[src/rtl/md_step_sequencer.sv]
// md_step_sequencer: timestep sequencer for the MD engine.
//
// Divides fast_clk into slow_clk and a one-cycle tick strobe. Every state and
// output register below the divider advances only on fast_clk edges where tick
// is high, so all outputs hold for a whole slow period.
//
// Ports:
//   fast_clk, reset           sole clock; asynchronous active-high reset
//   data_in_valid/ready       LOAD handshake for particle words
//   data_in[255:0]            [95:0] pos, [191:96] vel, [199:192] cell, [200+:ADDR_W] addr
//   start, n_steps            begin a run of n_steps timesteps (from WAIT_START or DONE)
//   p1_done, p3_done          phase-1 complete; per-cell phase-3 complete
//   slow_clk, tick            divided clock and its rising-edge strobe
//   mem_set                   all N_PARTICLES words have been accepted
//   phase1_ready/phase3_ready BRAM ownership (never both high)
//   double_buffer             active buffer select, toggled every completed step
//   init_wea/addr/pdata/vdata one-hot BRAM load write port
//   step_count, busy, done    run progress
//   err_bad_cell              sticky: a word named a cell index >= N_CELL
module md_step_sequencer #(
  parameter int N_CELL      = 27,
  parameter int N_PARTICLES = 300,
  parameter int ADDR_W      = 9,
  parameter int DIV         = 8,
  parameter int SETTLE      = 99,
  parameter int STEP_W      = 16
) (
  input  logic              fast_clk,
  input  logic              reset,
  input  logic              data_in_valid,
  output logic              data_in_ready,
  input  logic [255:0]      data_in,
  input  logic              start,
  input  logic [STEP_W-1:0] n_steps,
  input  logic              p1_done,
  input  logic [N_CELL-1:0] p3_done,
  output logic              slow_clk,
  output logic              tick,
  output logic              mem_set,
  output logic              phase1_ready,
  output logic              phase3_ready,
  output logic              double_buffer,
  output logic [N_CELL-1:0] init_wea,
  output logic [ADDR_W-1:0] init_addr,
  output logic [96:0]       init_pdata,
  output logic [96:0]       init_vdata,
  output logic [STEP_W-1:0] step_count,
  output logic              busy,
  output logic              done,
  output logic              err_bad_cell
);

  localparam int DIV_W = (DIV > 1) ? $clog2(DIV) : 1;
  localparam int CNT_W = $clog2(N_PARTICLES + 1);
  localparam int SET_W = (SETTLE > 1) ? $clog2(SETTLE) : 1;

  typedef enum logic [2:0] {
    S_LOAD       = 3'd0,
    S_WAIT_START = 3'd1,
    S_PHASE1     = 3'd2,
    S_SETTLE     = 3'd3,
    S_PHASE3     = 3'd4,
    S_SWAP       = 3'd5,
    S_DONE       = 3'd6
  } state_t;

  logic [DIV_W-1:0]  div_cnt_r;
  state_t            state_r, state_nx_s;
  logic [CNT_W-1:0]  load_cnt_r, load_cnt_nx_s;
  logic [SET_W-1:0]  settle_cnt_r, settle_cnt_nx_s;
  logic [STEP_W-1:0] n_steps_r, n_steps_nx_s, step_count_nx_s;
  logic              dbuf_nx_s, mem_set_nx_s, err_nx_s;
  logic [N_CELL-1:0] wea_nx_s, cell_onehot_s;
  logic [ADDR_W-1:0] addr_nx_s;
  logic [96:0]       pdata_nx_s, vdata_nx_s;
  logic [7:0]        cell_s;
  logic              cell_ok_s, load_last_s;
  logic              unused_data_s;

  assign cell_s        = data_in[199:192];
  assign cell_ok_s     = (cell_s < 8'(N_CELL));
  assign load_last_s   = (load_cnt_r == CNT_W'(N_PARTICLES - 1));
  assign unused_data_s = ^data_in[255:200+ADDR_W];

  // One-hot write enable for the addressed cell; all zero for an out-of-range cell.
  always_comb begin
    cell_onehot_s = '0;
    for (int i = 0; i < N_CELL; i++) begin
      cell_onehot_s[i] = (cell_s == 8'(i));
    end
  end

  // Clock divider: slow_clk toggles every DIV fast cycles; tick marks its rising edge.
  always_ff @(posedge fast_clk or posedge reset) begin
    if (reset) begin
      div_cnt_r <= '0;
      slow_clk  <= 1'b0;
      tick      <= 1'b0;
    end else if (div_cnt_r == DIV_W'(DIV - 1)) begin
      div_cnt_r <= '0;
      slow_clk  <= ~slow_clk;
      tick      <= ~slow_clk;
    end else begin
      div_cnt_r <= div_cnt_r + DIV_W'(1);
      tick      <= 1'b0;
    end
  end

  // Next-state and next-output logic for the sequencer.
  always_comb begin
    state_nx_s      = state_r;
    load_cnt_nx_s   = load_cnt_r;
    settle_cnt_nx_s = settle_cnt_r;
    n_steps_nx_s    = n_steps_r;
    step_count_nx_s = step_count;
    dbuf_nx_s       = double_buffer;
    mem_set_nx_s    = mem_set;
    err_nx_s        = err_bad_cell;
    wea_nx_s        = '0;
    addr_nx_s       = init_addr;
    pdata_nx_s      = init_pdata;
    vdata_nx_s      = init_vdata;
    case (state_r)
      S_LOAD: begin
        if (data_in_valid) begin
          // A bad cell is still counted toward N_PARTICLES, it just writes nothing.
          wea_nx_s      = cell_onehot_s;
          addr_nx_s     = data_in[200 +: ADDR_W];
          pdata_nx_s    = {1'b0, data_in[95:0]};
          vdata_nx_s    = {1'b0, data_in[191:96]};
          err_nx_s      = err_bad_cell | ~cell_ok_s;
          load_cnt_nx_s = load_cnt_r + CNT_W'(1);
          if (load_last_s) begin
            mem_set_nx_s = 1'b1;
            state_nx_s   = S_WAIT_START;
          end else begin
            state_nx_s   = S_LOAD;
          end
        end else begin
          state_nx_s = S_LOAD;
        end
      end
      S_WAIT_START, S_DONE: begin
        // A restart from DONE keeps double_buffer and the loaded memory.
        if (start) begin
          n_steps_nx_s    = n_steps;
          step_count_nx_s = STEP_W'(0);
          if (n_steps == STEP_W'(0)) begin
            state_nx_s = S_DONE;
          end else begin
            state_nx_s = S_PHASE1;
          end
        end else begin
          state_nx_s = state_r;
        end
      end
      S_PHASE1: begin
        if (p1_done) begin
          state_nx_s      = S_SETTLE;
          settle_cnt_nx_s = SET_W'(0);
        end else begin
          state_nx_s = S_PHASE1;
        end
      end
      S_SETTLE: begin
        if (settle_cnt_r == SET_W'(SETTLE - 1)) begin
          state_nx_s = S_PHASE3;
        end else begin
          settle_cnt_nx_s = settle_cnt_r + SET_W'(1);
        end
      end
      S_PHASE3: begin
        // Buffer flip and step increment are registered on entry to SWAP.
        if (&p3_done) begin
          state_nx_s      = S_SWAP;
          dbuf_nx_s       = ~double_buffer;
          step_count_nx_s = step_count + STEP_W'(1);
        end else begin
          state_nx_s = S_PHASE3;
        end
      end
      S_SWAP: begin
        if (step_count == n_steps_r) begin
          state_nx_s = S_DONE;
        end else begin
          state_nx_s = S_PHASE1;
        end
      end
      default: begin
        state_nx_s = S_LOAD;
      end
    endcase
  end

  // State and output registers, advanced once per slow period on tick.
  always_ff @(posedge fast_clk or posedge reset) begin
    if (reset) begin
      state_r       <= S_LOAD;
      load_cnt_r    <= '0;
      settle_cnt_r  <= '0;
      n_steps_r     <= '0;
      step_count    <= '0;
      double_buffer <= 1'b0;
      mem_set       <= 1'b0;
      err_bad_cell  <= 1'b0;
      init_wea      <= '0;
      init_addr     <= '0;
      init_pdata    <= '0;
      init_vdata    <= '0;
      data_in_ready <= 1'b1;
      phase1_ready  <= 1'b0;
      phase3_ready  <= 1'b0;
      busy          <= 1'b0;
      done          <= 1'b0;
    end else if (tick) begin
      state_r       <= state_nx_s;
      load_cnt_r    <= load_cnt_nx_s;
      settle_cnt_r  <= settle_cnt_nx_s;
      n_steps_r     <= n_steps_nx_s;
      step_count    <= step_count_nx_s;
      double_buffer <= dbuf_nx_s;
      mem_set       <= mem_set_nx_s;
      err_bad_cell  <= err_nx_s;
      init_wea      <= wea_nx_s;
      init_addr     <= addr_nx_s;
      init_pdata    <= pdata_nx_s;
      init_vdata    <= vdata_nx_s;
      data_in_ready <= (state_nx_s == S_LOAD);
      // phase1_ready is held through SETTLE and drops as phase3_ready rises.
      phase1_ready  <= (state_nx_s == S_PHASE1) || (state_nx_s == S_SETTLE);
      phase3_ready  <= (state_nx_s == S_PHASE3);
      busy          <= (state_nx_s == S_PHASE1) || (state_nx_s == S_SETTLE) ||
                       (state_nx_s == S_PHASE3) || (state_nx_s == S_SWAP);
      done          <= (state_nx_s == S_DONE);
    end
  end

endmodule

[config.mk]
export PLATFORM = sky130hd
export DESIGN_NAME = md_step_sequencer
export DESIGN_NICKNAME = d
export VERILOG_FILES = /design/src/rtl/md_step_sequencer.sv
export SDC_FILE = /design/constraint.sdc
export NUM_CORES = 1
export LEC_CHECK = 0
export CORE_AREA = 4 4 213 215
export CTS_CLUSTER_SIZE = 12
export DETAILED_ROUTE_END_ITERATION = 12
export DIE_AREA = 0 0 217 219
export PLACE_DENSITY = 0.68
export SETUP_SLACK_MARGIN = 0.1
export SLEW_MARGIN = 20
export SYNTH_ARGS = -nofsm -noshare
export SYNTH_HDL_FRONTEND = slang
export SYNTH_SLANG_ARGS = --single-unit
[constraint.sdc]
create_clock -name fast_clk -period 21.3 [get_ports fast_clk]
set_input_delay 3.195 -clock fast_clk [delete_from_list [all_inputs] [get_ports fast_clk]]
set_output_delay 3.195 -clock fast_clk [all_outputs]
set_load 0.03 [all_outputs]
Word level (Yosys, flattened, before mapping)

Cells that the tools add are included.

Word-level logic and storage cells: 110
Bits in registers: 292
Output and inout port bits: 256

Muxes and demuxes: 19
Add/sub/neg operators: 4
Reductions and logical operators: 17
Bitwise gates (word level): 4
Order comparisons: 1
Equal/unequal tests: 45

Operator list:

| cell                    | count |
|---|---|
| $eq A8 B5 Y1 const B    | 11 |
| $eq A8 B4 Y1 const B    | 8 |
| $mux W27                | 2 |
| $eq A8 B3 Y1 const B    | 4 |
| $mux W16                | 2 |
| $pmux W16 S2            | 1 |
| $reduce_and A29 Y1      | 1 |
| $reduce_and A27 Y1      | 1 |
| $eq A3 B3 Y1 const B    | 7 |
| $mux W3                 | 6 |
| $pmux W3 S6             | 1 |
| $add A16 B1 Y16 const B | 1 |
| $eq A16 B16 Y1          | 1 |
| $eq A8 B2 Y1 const B    | 2 |
| $logic_not A16 Y1       | 1 |
| $mux W7                 | 2 |
| $pmux W7 S2             | 1 |
| $eq A3 B2 Y1 const B    | 4 |
| $reduce_and A4 Y1       | 3 |
| $add A9 B1 Y9 const B   | 1 |
| $eq A9 B9 Y1 const B    | 1 |
| $eq A8 B1 Y1 const B    | 1 |
| $logic_not A8 Y1        | 1 |
| $lt A8 B5 Y1 const B    | 1 |
| 13 further kinds        | 26 |

Logic depth before layout (Yosys ltp)

Gate-level depths: netlist (run 1).

Depth after elaboration: 8
Gate-level depth with buffers: 10

Least setup slack after synthesis (run 1)

Ideal clock, no wire load.

Path type: input to register
From: input port p3_done[26]
To: register step_count[0]
Slack: 16.572 ns
Path buffers: 1
Library setup time: 0.125 ns
Cell stages on the path: 6
Arrival time: 4.603 ns
Cells stage by stage: nand4_1 -> nor4_1 -> a21oi_2 -> buf_6 -> nor2_1 -> mux2_2

Cells in the longest elaborated chain, start to end: 3

Ends and longest elaborated chain:

| item                        | RTL line | text |
|---|---|---|
| start, declared             | 36       | `input logic [N_CELL-1:0] p3_done,` |
| $reduce_and A27 Y1          | 174      | `if (&p3_done) begin` |
| $ne A2 B2 Y1 (no line)      | --       |  |
| $reduce_and A4 Y1 (no line) | --       |  |
| end signal, assigned        | 220      | `step_count <= step_count_nx_s;` |
| end, declared               | 47       | `output logic [STEP_W-1:0] step_count,` |

No other way between the ends.
A chain may end at the register's enable or synchronous reset.

Worst setup path after layout (run 1)

From: input port data_in_valid
To: register load_cnt_r[7]

Cells in the longest elaborated chain, start to end: 1

Ends and longest elaborated chain:

| item                        | RTL line | text |
|---|---|---|
| start, declared             | 30       | `input logic data_in_valid,` |
| $reduce_and A3 Y1 (no line) | --       |  |
| end signal, assigned        | 217      | `load_cnt_r <= load_cnt_nx_s;` |
| end, declared               | 69       | `logic [CNT_W-1:0] load_cnt_r, load_cnt_nx_s;` |

No other way between the ends.

==> key figures, run 1 <==
Outcome
  • Outcome: finished clean

Clock tree
  • CTS root buffer: clkbuf_16
  • CTS Hold Bufs: 0
  • Resize count post-CTS: 0
  • CTS tree: done
  • Post-CTS setup buffer count: 0
  • Reg clk slew, reported paths: ~0.060 ns
  • H-tree depth: 2
  • Cts bufs inserted: 35
  • Clock Latency Late Sink: 0.53 ns
  • Bufs on Longest Clock Path: 3
  • CTS sink cnt: 292

Die
  • Die X: roughly 220 µm
  • Row Count: 77
  • DIE AREA: 47500 µm²
  • Initial core utilization: 0.270
  • Io pins: 560
  • DIE HEIGHT: 219 µm
  • Core Region: 43700 µm²

Timing
  • Skew final: about 0.022 ns
  • Setup Total Neg Slack: 0 ns
  • Setup ws final: ~15 ns
  • # setup viols final: 0
  • Final period utilization: 0.292
  • Max frequency: 161 MHz
  • Final hold vios: 0
  • Final Max Tran Viols: 0
  • RSZ-0062 raised after global routing: false
  • Period minus WS final: 6.22 ns
  • Worst Tran Pin Value: between 1 and 1.5 ns
  • Worst relative slew slack: 0.275

Setup path
  • Crit path to: load_cnt_r[7]$_DFFE_PP0P_
  • WP data required: ~22 ns
  • Setup crit end kind: flip-flop
  • R2r setup slk: 17.59 ns
  • Crit start category: primary input
  • Worst EP arrival: 6.63 ns
  • Worst R2R Start: state_r[0]$_DFFE_PP0P_
  • Reg-to-Reg End: load_cnt_r[7]$_DFFE_PP0P_
  • Critical Path Source: data_in_valid
  • R2R cell count: 7
  • CP Class: in -> reg
  • Critical path peak fanout: 97

Synthesis
  • Synthesized area per cell: 9.56 µm²
  • Synth area leaders: dfrtp_1 62%, nand2_1 20%, xnor2_1 2.5%, o2bb2ai_1 2.0%, mux2_2 1.8%
  • Cells after Synth: 1233
  • Mapped Area: between 10000 and 15000 µm²
  • Top FF cell, synth: dfrtp_1
  • Yosys cell types: 54
  • FF+latch count, synth: 292
  • Asr flop ratio synth: 1.00
  • EDFF count, synth: 0
  • Synth top area share: 0.618
  • Register area share after synthesis: 0.620
  • Largest area contributor in the netlist: dfrtp_1
  • Synth Warn #: 0

Drt
  • DRC: 0
  • Vias per cell: around 4.4
  • Total number of vias: 10.3k
  • Routed len/inst: 16.7 µm
  • 1st-iter DRT viols: about 420
  • Final wirelength: a little under 40000 µm
  • Drt first pass iters: 4
  • Antenna Nets Post-Route: 0

Pwr
  • Sw Pwr: 0.000371 W
  • Pleak: 8.73 nW
  • Peak VDD IR: 0.0555 mV
  • Internal Power: 0.00107 W
  • Clock network power share: 0.428
  • Net Sw Frac: 0.257
  • PwrDens: 77.3 nW/µm²
  • Sequential power share: 0.420
  • Logic pwr share: 0.151

Layout
  • Layout Nets: 2042
  • Fraction of layout cells with a size suffix above 1: 0.0592
  • Layout Utilization: 0.427
  • Seq. cell area: 7310 µm²
  • Antenna diodes: 0
  • Synthesis-to-finish area growth: 58.2%
  • Number of fill cells: 4291
  • Multi-input logic area: 4190 µm²

GRT
  • Initial antenna violation count: 5
  • Global-route wire length before repair: 60600 µm
  • Total congestion overflow: 0
  • Largest net degree at the start of global routing: 98
  • GRT Total Usage: 0.160
  • Via count of the first global-routing pass: around 11k

Job
  • Max-cap violation count: 0

Place
  • Final Wtd Congestion: 0.831
  • Detailed Place HPWL: about 28000 µm
  • IO buf count: 510
  • Post-Place Setup Slack: approximately 14 ns

Worst hold path
  • Hold/Removal Path Class: reg -> reg
## layer usage
metal  up-vias  global-route usage  wire, µm
met5         -                   0        53
met2       397               0.257     18400
met1      4872               0.188     15200
met4         8              0.0659      1560
met3        92              0.0702      4040
li1       4909                   -         -
## worst min-delay path by stage
stage,startpoint,to,slack [ns],cells past startpoint
floorplan,div_cnt_r[0]$_DFF_PP0_,div_cnt_r[0]$_DFF_PP0_,0.40,1
global placement,div_cnt_r[0]$_DFF_PP0_,div_cnt_r[0]$_DFF_PP0_,0.41,1
detailed placement,div_cnt_r[0]$_DFF_PP0_,div_cnt_r[0]$_DFF_PP0_,0.43,1
CTS,div_cnt_r[0]$_DFF_PP0_,div_cnt_r[0]$_DFF_PP0_,0.44,1
global route,div_cnt_r[0]$_DFF_PP0_,div_cnt_r[0]$_DFF_PP0_,0.44,1
finish,div_cnt_r[0]$_DFF_PP0_,div_cnt_r[0]$_DFF_PP0_,0.44,1
## critical path: stages
cell and delay, ns:
clkdlybuf4s50_1 0.48, nor4b_1 0.82, and2_4 0.58, buf_4 0.78, nand4_1 0.26, nor2_1 0.22
nand3_1 0.11, xnor2_1 0.13
## sequential cells by signal, indices dropped and copies added, names as in the netlist
signal         count
double_buffer      1
n_steps_r         16
div_cnt_r          3
phase3_ready       1
init_wea          27
state_r            3
settle_cnt_r       7
phase1_ready       1
mem_set            1
tick               1
init_addr          9
done               1
data_in_ready      1
slow_clk           1
step_count        16
init_pdata        96
busy               1
init_vdata        96
err_bad_cell       1
load_cnt_r         9
## cells in the mapped netlist, drive strengths merged (2+ instances only)
cell type	n
and3	2
nand4	17
xor2	8
nor4	10
nand2	628
or3b	2
nor2	31
inv	13
ha	7
nor3	9
dfrtp	291
mux2	19
clkbuf	32
or3	6
o2bb2ai	27
a21boi	2
nor4b	2
and4	2
nor3b	4
nand3b	3
xnor2	34
a21oi	9
nor2b	5
and2	2
buf	28
nand3	15
o32ai	2
o21ai	10
## power groups by stage
stage	logic [W]	registers, W	clock network, W
2_1_floorplan	0.0000414	0.000669	0
3_3_place_gp	0.000219	0.000614	0
3_5_place_dp	0.000220	0.000616	0
4_1_cts	0.000221	0.000606	0.000643
5_1_grt	0.000233	0.000610	0.000664
6_report	0.000218	0.000606	0.000618
## through the flow
stage	total power [W]	instance area [µm²]	instances	hold slack [ns]
finish	0.00144	18700	2349	0.437
CTS	0.00147	18700	2349	0.437
global route	0.00151	18700	2349	0.443
global placement	0.000833	17500	2286	0.415
detailed placement	0.000836	17500	2286	0.428
floorplan	0.000710	11800	1234	0.403
## area by class of cell
type                            count  share of cell area
Sequential cell                   292               0.392
Clock buffer                       51              0.0546
Tap cell                          592              0.0397
Multi-Input combinational cell    869               0.224
Inverter                           13             0.00302
Clock inverter                     12             0.00878
Timing Repair Buffer              520               0.278
## cell usage in the layout, fill, tap and decap left out, types with 14 or more instances in the layout
master           instances
clkbuf_16               37
nand3_1                 14
clkdlybuf4s50_1        510
xnor2_1                 34
nand4_1                 17
nand2_1                627
o2bb2ai_1               27
mux2_2                  19
dfrtp_1                291
nor2_1                  28
## cell families after synthesis
kind of cell	after synthesis	synth area share
AOI/OAI and AO/OA	58	0.0369
adders and majority gates	7	0.00743
muxes	19	0.0181
buffers and inverters	73	0.0262
and+or+nand+nor	741	0.260
xor gates and xnor gates	42	0.0312
DFF	292	0.620
other	1	0.000318
Power figures use the tool's default switching activity.
==> inputs of run 2 (changes only) <==
--- a/config.mk
+++ b/config.mk
@@ -5,10 +5,10 @@
 export SDC_FILE = /design/constraint.sdc
 export NUM_CORES = 1
 export LEC_CHECK = 0
-export CORE_AREA = 4 4 213 215
+export CORE_AREA = 4 4 214 216
 export CTS_CLUSTER_SIZE = 12
 export DETAILED_ROUTE_END_ITERATION = 12
-export DIE_AREA = 0 0 217 219
+export DIE_AREA = 0 0 218 220
 export PLACE_DENSITY = 0.68
 export SETUP_SLACK_MARGIN = 0.1
 export SLEW_MARGIN = 20
==> constraint.sdc (replaced) <==
create_clock -name fast_clk -period 6.05 [get_ports fast_clk]
set_input_delay 0.9075 -clock fast_clk [delete_from_list [all_inputs] [get_ports fast_clk]]
set_output_delay 0.9075 -clock fast_clk [all_outputs]
set_load 0.03 [all_outputs]
==> run 2 against run 1 <==
Effect of this change: clock skew up 0.00073 ns; utilization decreased by 0.067 points; final area up 0.28%; non-clock buffer count is 1 lower; die area rose by 0.92%; routed wire length down 1.7%; register-to-register slack got worse by 14 ns; combinational power rose to 3.5 times the previous value; sequential share of layout area shrank 0.11 points; count of clock-buffer cells in the layout is 2 lower; critical endpoint is now init_vdata[16]$_DFFE_PP0P_; largest power group unchanged.
==> key figures, run 2 (synthesis results as in run 1) <==
Die
  • Die X: 218 µm
  • DIE HEIGHT: 220 µm
  • Initial core utilization: 0.268
  • DIE AREA: 48000 µm²
  • Core Region: 43900 µm²
  • Io pins: 560
  • Row Count: 77

Pwr
  • Peak VDD IR: 0.186 mV
  • PwrDens: around 270 nW/µm²
  • Pleak: 8.73 nW

Clock tree
  • Reg clk slew, reported paths: 0.05 ns
  • Bufs on Longest Clock Path: 3
  • Clock Latency Late Sink: 0.53 ns
  • CTS Hold Bufs: 0
  • CTS tree: done
  • CTS sink cnt: a little under 300
  • Post-CTS setup buffer count: 0
  • CTS root buffer: clkbuf_16
  • Cts bufs inserted: 36
  • H-tree depth: 2
  • Resize count post-CTS: 0

Outcome
  • Outcome: finished clean

Place
  • IO buf count: 510
  • Detailed Place HPWL: roughly 28000 µm
  • Final Wtd Congestion: 0.801

Setup path
  • CP Buf/Inv Count: 2
  • Highest-delay cell along the critical path: and2_4
  • Crit start category: primary input
  • Critical path peak fanout: 53
  • Worst EP arrival: 3.56 ns
  • WP data required: 6.50 ns
  • CP max stage delay: 0.71 ns
  • Setup crit end kind: flip-flop
  • CP Class: in -> reg
  • Crit path cell chain: clkdlybuf4s50_1, nor4b_1, and2_4, buf_4, nand2_1, nand2_1
  • Largest delay share family, worst path: simple AND/OR/NAND/NOR gates
  • CP dominant cell by count: nand2_1

Layout
  • Most common cell after layout, fill and taps aside: nand2_1
  • Synthesis-to-finish area growth: 58.7%
  • Layout Nets: ~2.0k
  • Largest regs: init_pdata: 96 flops, init_vdata: 96 flops, init_wea: 27 flops
  • Antenna diodes: 0
  • Most frequent cells in the layout: 627 x nand2_1, 510 x clkdlybuf4s50_1, 291 x dfrtp_1
  • Fraction of layout cells with a size suffix above 1: 0.0598

Timing
  • Final period utilization: 0.513
  • Worst Tran Pin Value: between 0.9 and 1 ns
  • Setup Total Neg Slack: 0 ns
  • Hold_ws: 0.428 ns
  • # setup viols final: 0
  • Max frequency: 322 MHz
  • Skew final: 0.0225 ns
  • Worst relative slew slack: 0.380
  • RSZ-0062 raised after global routing: false
  • Final hold vios: 0
  • Period minus WS final: 3.10 ns
  • Final Max Tran Viols: 0

GRT
  • Largest net degree at the start of global routing: 144
  • Via count of the first global-routing pass: slightly above 10k
  • Total congestion overflow: 0
  • GRT Total Usage: 0.154
  • Initial antenna violation count: 1
  • Global-route wire length before repair: 58600 µm

Drt
  • 1st-iter DRT viols: 583
  • Vias per cell: 4.34
  • Total number of vias: 10.2k
  • Drt first pass iters: 4
  • Routed len/inst: 16.5 µm
  • DRC: 0
  • Final wirelength: 38600 µm
  • Antenna Nets Post-Route: 0

Worst hold path
  • Hold/Removal Path Class: reg -> reg

Job
  • Max-cap violation count: 0
-- run 2: changes by cell type in the layout (fill, tap and decap cells not counted), sizes merged --
cell,delta
clkinvlp,+4
buf,-1
clkinv,-2
clkbuf,-2
-- run 2: cell type report --
| class | count | area (µm²) |
|---|---|---|
| repair buffers | 519 | 5230 |
| inverters | 13 | 52.6 |
| fillers | 4261 | 25200 |
| clock inverters | 14 | 193 |
| flip-flops and latches | 292 | 7310 |
| multi-input cells | 869 | 4190 |
| clock buffers | 49 | 1000 |
| well taps | 592 | 741 |
-- run 2: power by group --
part	internal, W	switching (W)	total [W]
registers	0.00206	0.0000703	0.00213
clock network	0.00133	0.000832	0.00216
logic	0.000370	0.000398	0.000769
total	0.00376	0.00130	0.00507
-- run 2: metal layers --
metal,share of wire,track usage,vias up
met5,0.00034,0,-
met1,0.38,0.179,4801
li1,-,-,4912
met3,0.089,0.0607,95
met2,0.49,0.255,392
met4,0.041,0.0617,2
-- run 2: worst paths after layout --
check / startpoint / to / slack (ns) / depth (start not counted)
max: data_in_valid / init_vdata[16]$_DFFE_PP0P_ / 2.95 / 6
min: div_cnt_r[0]$_DFF_PP0_ / div_cnt_r[0]$_DFF_PP0_ / 0.43 / 1
max reg2reg: state_r[0]$_DFFE_PP0P_ / init_vdata[16]$_DFFE_PP0P_ / 3.19 / 5
min reg2reg: div_cnt_r[0]$_DFF_PP0_ / div_cnt_r[0]$_DFF_PP0_ / 0.43 / 1
max in group asynchronous: reset / init_pdata[28]$_DFFE_PP0P_ / 4.28 / 3
min in group asynchronous: reset / init_vdata[95]$_DFFE_PP0P_ / 0.65 / 2
-- run 2: metrics by stage --
step	util	instance area, µm²	total power, W	cells	setup slack [ns]
CTS	0.425	18700	0.00517	2347	2.90
global route	0.426	18700	0.00531	2348	2.69
detailed placement	0.398	17500	0.00294	2284	2.33
finish	0.426	18700	0.00507	2348	2.95
global placement	0.398	17500	0.00293	2284	2.33
floorplan	-	11800	0.00250	1234	1.27
